===== config.mk =====
export PLATFORM = sky130hd
export DESIGN_NAME = scan_chain_ctrl
export DESIGN_NICKNAME = d
export VERILOG_FILES = /design/src/rtl/scan_chain_ctrl.sv
export SDC_FILE = /design/constraint.sdc
export NUM_CORES = 1
export LEC_CHECK = 0
export CAP_MARGIN = 15
export CELL_PAD_IN_SITES_DETAIL_PLACEMENT = 1
export CELL_PAD_IN_SITES_GLOBAL_PLACEMENT = 1
export CORE_MARGIN = 10
export CORE_UTILIZATION = 40
export DETAILED_ROUTE_END_ITERATION = 10
export GPL_ROUTABILITY_DRIVEN = 0
export HOLD_SLACK_MARGIN = 0.08
export PLACE_DENSITY_LB_ADDON = 0.25
export RECOVER_POWER = 25
export SLEW_MARGIN = 20
export SYNTH_ARGS = -nofsm -noshare
export SYNTH_HDL_FRONTEND = slang
export SYNTH_SLANG_ARGS = --single-unit

===== constraint.sdc =====
create_clock -name i_clk -period 3 [get_ports i_clk]
set_input_delay 0.45 -clock i_clk [delete_from_list [all_inputs] [get_ports i_clk]]
set_output_delay 0.45 -clock i_clk [all_outputs]
set_load 0.05 [all_outputs]

===== src/rtl/scan_chain_ctrl.sv =====
// Scan-chain sequencer for an SDFF chain.
// Runs load/shift/capture per pattern; each unload overlaps the next load's shift.
module scan_chain_ctrl #(
  parameter int unsigned CHAIN_LEN = 8,
  parameter int unsigned PCNT_W    = 8
) (
  input  logic                 i_clk,
  input  logic                 i_rst_n,
  input  logic                 i_start,
  input  logic [PCNT_W-1:0]    i_num_pat,
  input  logic [CHAIN_LEN-1:0] i_pat_data,
  input  logic                 i_pat_valid,
  output logic                 o_pat_ready,
  output logic                 o_se,
  output logic                 o_si,
  output logic                 o_scan_ce,
  input  logic                 i_so,
  output logic [CHAIN_LEN-1:0] o_resp_data,
  output logic                 o_resp_valid,
  output logic                 o_busy,
  output logic                 o_done
);

  localparam int unsigned SCNT_W = $clog2(CHAIN_LEN);
  localparam logic [SCNT_W-1:0] SCNT_LAST = SCNT_W'(CHAIN_LEN - 1);

  typedef enum logic [2:0] {
    StIdle,
    StLoad,
    StShift,
    StCapture,
    StFlush,
    StFin
  } state_e;

  state_e               r_state;
  logic [CHAIN_LEN-1:0] r_pat;
  logic [CHAIN_LEN-1:0] r_resp;
  logic [CHAIN_LEN-1:0] r_resp_data;
  logic [PCNT_W-1:0]    r_num;
  logic [PCNT_W-1:0]    r_pcnt;
  logic [SCNT_W-1:0]    r_scnt;
  logic                 r_pat_ready;
  logic                 r_se;
  logic                 r_si;
  logic                 r_scan_ce;
  logic                 r_resp_valid;
  logic                 r_busy;
  logic                 r_done;

  logic [CHAIN_LEN-1:0] w_resp_nxt;
  logic [PCNT_W-1:0]    w_pcnt_nxt;

  assign w_resp_nxt = {r_resp[CHAIN_LEN-2:0], i_so};
  assign w_pcnt_nxt = r_pcnt + PCNT_W'(1);

  always_ff @(posedge i_clk or negedge i_rst_n) begin
    if (!i_rst_n) begin
      r_state      <= StIdle;
      r_pat        <= '0;
      r_resp       <= '0;
      r_resp_data  <= '0;
      r_num        <= '0;
      r_pcnt       <= '0;
      r_scnt       <= '0;
      r_pat_ready  <= 1'b0;
      r_se         <= 1'b0;
      r_si         <= 1'b0;
      r_scan_ce    <= 1'b0;
      r_resp_valid <= 1'b0;
      r_busy       <= 1'b0;
      r_done       <= 1'b0;
    end else begin
      r_resp_valid <= 1'b0;
      r_done       <= 1'b0;
      unique case (r_state)
        StIdle: begin
          if (i_start) begin
            r_busy <= 1'b1;
            if (i_num_pat == '0) begin
              r_state <= StFin;
              r_done  <= 1'b1;
            end else begin
              r_state     <= StLoad;
              r_num       <= i_num_pat;
              r_pcnt      <= '0;
              r_pat_ready <= 1'b1;
            end
          end
        end
        StLoad: begin
          if (i_pat_valid) begin
            // MSB goes out first; the remaining bits queue up behind it.
            r_si        <= i_pat_data[CHAIN_LEN-1];
            r_pat       <= {i_pat_data[CHAIN_LEN-2:0], 1'b0};
            r_scnt      <= '0;
            r_pat_ready <= 1'b0;
            r_se        <= 1'b1;
            r_scan_ce   <= 1'b1;
            r_state     <= StShift;
          end
        end
        StShift: begin
          r_resp <= w_resp_nxt;
          if (r_scnt == SCNT_LAST) begin
            r_state <= StCapture;
            r_se    <= 1'b0;
            r_si    <= 1'b0;
            // The first pattern unloads stale chain contents, so nothing is reported.
            if (r_pcnt != '0) begin
              r_resp_valid <= 1'b1;
              r_resp_data  <= w_resp_nxt;
            end
          end else begin
            r_scnt <= r_scnt + SCNT_W'(1);
            r_si   <= r_pat[CHAIN_LEN-1];
            r_pat  <= {r_pat[CHAIN_LEN-2:0], 1'b0};
          end
        end
        StCapture: begin
          r_pcnt <= w_pcnt_nxt;
          if (w_pcnt_nxt == r_num) begin
            r_state <= StFlush;
            r_se    <= 1'b1;
            r_scnt  <= '0;
          end else begin
            r_state     <= StLoad;
            r_scan_ce   <= 1'b0;
            r_pat_ready <= 1'b1;
          end
        end
        StFlush: begin
          r_resp <= w_resp_nxt;
          if (r_scnt == SCNT_LAST) begin
            r_state      <= StFin;
            r_se         <= 1'b0;
            r_scan_ce    <= 1'b0;
            r_resp_valid <= 1'b1;
            r_resp_data  <= w_resp_nxt;
            r_done       <= 1'b1;
          end else begin
            r_scnt <= r_scnt + SCNT_W'(1);
          end
        end
        StFin: begin
          r_state <= StIdle;
          r_busy  <= 1'b0;
        end
        default: r_state <= StIdle;
      endcase
    end
  end

  assign o_pat_ready  = r_pat_ready;
  assign o_se         = r_se;
  assign o_si         = r_si;
  assign o_scan_ce    = r_scan_ce;
  assign o_resp_data  = r_resp_data;
  assign o_resp_valid = r_resp_valid;
  assign o_busy       = r_busy;
  assign o_done       = r_done;

endmodule


; Word level (Yosys, flattened, before mapping)
; Index checks and enable logic that the tools add are counted.
[word_totals]
ff_bits = 52
in_bits = 21
out_inout_bits = 15
word_cells = 101
[classes]
n_addsub = 2
n_eq_ne = 18
mux = 44
n_bitwise = 1
reduce_logical = 22
[ops]
columns = operator, count
row1 = two-way mux 8 bit, 7
row2 = one-hot mux 8 bit (2 select lines), 3
row3 = two-way mux 3 bit, 9
row4 = != test 2 bit (second input constant), 10
row5 = AND reduction 4 bit, 5
row6 = two-way mux 1 bit, 16
row7 = one-hot mux 3 bit (5 select lines), 1
row8 = == test 3 bit (second input constant), 3
row9 = one-hot mux 1 bit (3 select lines), 3
row10 = one-hot mux 3 bit (3 select lines), 1
row11 = AND reduction 3 bit, 3
row12 = nonzero test 3 bit, 3
row13 = adder 8 x 1 -> 8 bit (second input constant), 1
row14 = == test 8 bit, 1
row15 = logical NOT 8 bit, 1
row16 = one-hot mux 1 bit (2 select lines), 4
row17 = nonzero test 2 bit, 4
row18 = nonzero test 8 bit, 1
row19 = == test 3 x 2 -> 1 bit (second input constant), 2
row20 = AND reduction 5 bit, 1
row21 = AND reduction 2 bit, 2
row22 = adder 3 x 1 -> 3 bit (second input constant), 1
row23 = == test 3 x 1 -> 1 bit (second input constant), 1
row24 = logical NOT 3 bit, 1
row25 = other kinds (3), 3

; Longest topological paths before layout
[depth]
ltp_word = 4
mapped_depth = 8
mapped_depth_nobuf = 7

; Worst setup path after synthesis
; OpenSTA, ideal clock, no wires.
[synth_timing]
path_kind = register to register
start = reg r_pcnt[0]
end = reg r_state[0]
setup_time_ps = 126
arrival_ps = 2521
t_required_ps = 2874
setup_slack_ps = 353
stages_incl_launch_ff = 9
path_buffers = 1
period_less_slack_ps = 2647
path_cell_list = dfrtp_1 -> inv_1 -> ha_1 -> xor2_1 -> a311o_1 -> or3_1 -> or4_4 -> buf_6 -> a221o_1
[synth_between]
elab_chain_cells = 4
[synth_lines]
columns = item, line_no
row1 = start: declaration, 41  ; logic [PCNT_W-1:0] r_pcnt;
row2 = start signal: assignment, 121  ; r_pcnt <= w_pcnt_nxt;
row3 = adder 8 x 1 -> 8 bit, 55  ; assign w_pcnt_nxt = r_pcnt + PCNT_W'(1);
row4 = == test 8 bit, 122  ; if (w_pcnt_nxt == r_num) begin
row5 = two-way mux 3 bit, 122
row6 = one-hot mux 3 bit (5 select lines), 76  ; unique case (r_state)
row7 = end signal: assignment, 59  ; r_state <= StIdle;
row8 = end signal: assignment, 81  ; r_state <= StFin;
row9 = end signal: assignment, 123  ; r_state <= StFlush;
row10 = end: declaration, 36  ; state_e r_state;
; Every way passes these cells.
; A chain may end at the register's enable or synchronous reset.

; Worst setup path in the final report
; Same ends and word-level chain as after synthesis.

==> impl_results.md <==
- Vias in the first global route: 2012
- Max Cap Violations: 1
- Simple-Gate Fraction of Synth Area: 13.1%
- Met2 Use GR: 19.8%
- Max clock buf depth: 2
- Synthesis Warnings: 0
- Distinct cell type count after synthesis: 45
- Met3 Usage GRT: 3.50%
- Die Y: 99.8 um
- Port bufs: 35
- Post-Syn Area: 2550 sq um
- N_diodes: 0
- Hold path start: o_resp_data[5]
- CTS sink count: 51
- Worst vdd ir: 0.375 mV
- CTS H-tree lvls: 2
- Critical-path maximum fanout: 8
- Final setup fails: 0
- Fmax: 361 MHz
- Routed length per instance: 16.8 um
- Synth Area in XOR/XNOR: 3.78%
- Die area: 9970 sq um
- Post-synthesis adder-cell area fraction: 1.96%
- Fin Clk Skew: 10.7 ps
- Initial Util: 40.6%
- Vias: 1882
- Setup tns final: 0 ps
- Register bit total from synthesis: 51
- Number of detailed-route iterations in the first pass: 4
- Slew Limit Fails: 40
- Time the worst path needs with I/O delays and setup: 2770 ps
- Final worst path period share: 92.4%
- Die width: 99.8 um
- Syn-to-layout area delta: 21.9%
- Design area: 3110 sq um
- Hold Slack: 512 ps
- Synth Flop Type: dfrtp_1
- Synthesized Nets: 265
- GRT overflow: 0
- Routed Antenna Nets: 0
- Sequential-to-total area share from yosys stat: 50.1%
- CP arrival: 2960 ps
- Reg2reg path depth: 7
- Worst Max-Slew Pin Slew: 2140 ps
- Clk_lat worst skew: 310 ps
- GRT busiest layer: met2
- Hold Path Class: reg -> reg
- Max_slew headroom: -42.7%
- Worst Hold Endpoint: o_resp_data[5]
- Endpoints failing hold: 0
- Mux contribution to synthesized area: 13.6%
- Initial antenna violation count: 0
- Syn avg cell area: 10.6 sq um
- Main area contributors after synthesis: dfrtp_1, mux2_2, mux2i_1
- Pwr/cell area: 826 nW/um^2
- Leakage: 1.34 nW
- RR Startpoint: r_pcnt[0]
- Core area: 6280 sq um
- RSZ-0062 raised after global routing: no
- Cts repair resizes: 0
- Cell depth of the worst min-delay path: 1
- Top-area cell type share of the netlist area: 50.1%
- Initial drt markers: 65
- Outcome: finished, violations left
- Critical path capture point type: flop
- Area after DPL: 2990 sq um
- Largest family of logic cells by synthesized area: compound AO/OA/AOI/OAI gates
- Nets: 301
- Worst-path clk slew: 100 ps
- Placed cell count: 346
- Setup repair bufs after CTS: 0
- Root Buffer: clkbuf_8
- Io pins: 36
- TritonCTS clock tree: done
- Leading area contributor after synthesis: dfrtp_1
- Total GRT Usage: 12.5%
- Failing checks: max-capacitance violations, max-slew violations
- Async SR Flop Fraction: 100%
- Synth Area in Compound Gates: 13.9%
- Setup crit start kind: flop
- Worst EP required: 3190 ps
- TritonCTS Buffers: 5
- Crit path kind: reg -> reg
- Fill count: 730
- Hold Buf Count CTS: 0
- Worst reg2reg endpoint: r_state[0]
- Syn Inst Count: 240
- Wire length of the first global-routing pass: 10.3 mm
- Layout cells sized above 1: 15.5%
- GR Util met1: 16.3%
- Reg2Reg Setup Slack: 230 ps
- Detailed Route WL: 5.94 mm
- Row count: 29
- Via/cell ratio: 5.32
- DRC: 0
- Post-synth EDFFs: 0
- DP HPWL: 4.34 mm
- Finished Layout Cells: 354
- Largest net degree at the start of global routing: 40
## cell type report
class | instances | area [sq um] | area share (%)
Multi-Input combinational cell | 168 | 1180 | 38.1
Tap cell | 77 | 96.3 | 3.10
Timing Repair Buffer | 43 | 404 | 13.0
Sequential cell | 51 | 1280 | 41.1
Clock inverter | 2 | 38.8 | 1.25
Inverter | 7 | 26.3 | 0.846
Clock buffer | 6 | 82.6 | 2.66
## kinds of logic (layout without fill, tap and decap cells)
family	after synthesis	in the layout
simple gates	65	65
mux	32	32
xor+xnor	11	11
buf+inv	21	58
compound gates	56	56
flops	51	51
fa+ha+maj	4	4
## metrics by stage
step / utilization [%] / total power, mW / worst slack, ps
after CTS: 49.5 / 2.60 / 221
after floorplan: - / 1.77 / 353
after detailed placement: 47.6 / 2.07 / 240
final: 49.5 / 2.57 / 228
after global placement: 47.6 / 2.04 / 331
after global routing: 49.5 / 2.77 / 100
## synthesized netlist by cell type, types with 2 or more instances
cell,n
a221o_1,2
o31ai_1,5
nor4b_1,2
clkbuf_1,11
o21ai_0,16
inv_1,7
xnor2_1,6
a31oi_1,3
nor2_1,20
ha_1,4
dfrtp_1,51
a22o_1,2
mux2i_1,10
nor2b_1,5
a31o_1,3
nand2b_1,3
mux2_2,22
nor4_1,2
a21oi_1,15
o211ai_1,2
nand3_1,2
o22ai_1,2
xor2_1,5
nand2_1,16
and2_1,4
## worst max path at each step
stage,slack [ps],end,cells past startpoint,start
floorplan,350,r_state[0],8,r_pcnt[0]
global placement,330,r_state[0],7,r_pcnt[0]
detailed placement,240,r_state[0],7,r_pcnt[0]
CTS,220,r_state[0],7,r_pcnt[0]
global route,100,r_state[0],7,r_pcnt[0]
finish,230,r_state[0],7,r_pcnt[0]
## layout by cell type, fill, tap and decap left out, types with 7 or more instances in the layout
cell,instances
inv_1,7
buf_4,8
clkdlybuf4s50_1,34
mux2_2,22
o21ai_0,16
nor2_1,20
mux2i_1,10
a21oi_1,15
nand2_1,16
dfrtp_1,51
## report_power, final
group / total, mW / switching (mW) / internal, mW
logic: 0.970 / 0.506 / 0.465
registers: 1.08 / 0.191 / 0.891
clock network: 0.513 / 0.239 / 0.275
## routing by layer
metal | vias to the layer above | routed length [um] | share of wire, %
li1 | 922 | - | -
met1 | 935 | 2790 | 47
met2 | 20 | 2840 | 48
met3 | 5 | 245 | 4.1
met4 | 0 | 62 | 1.0
met5 | - | 0 | 0
## state kept, by name (all words and copies together) (netlist names), 3 cells and up
register / flops
o_resp_data: 8
r_num: 8
r_pcnt: 8
r_pat: 7
r_resp: 7
r_scnt: 3
r_state: 3
## worst max-delay path: stages, from the launching register on
cell and delay [ps]:
dfrtp_1 470, inv_1 80, ha_1 320, xor2_1 170, a311o_1 310, or3_1 350
or4_4 600, a221o_1 360
(Power assumes the default switching activity.)
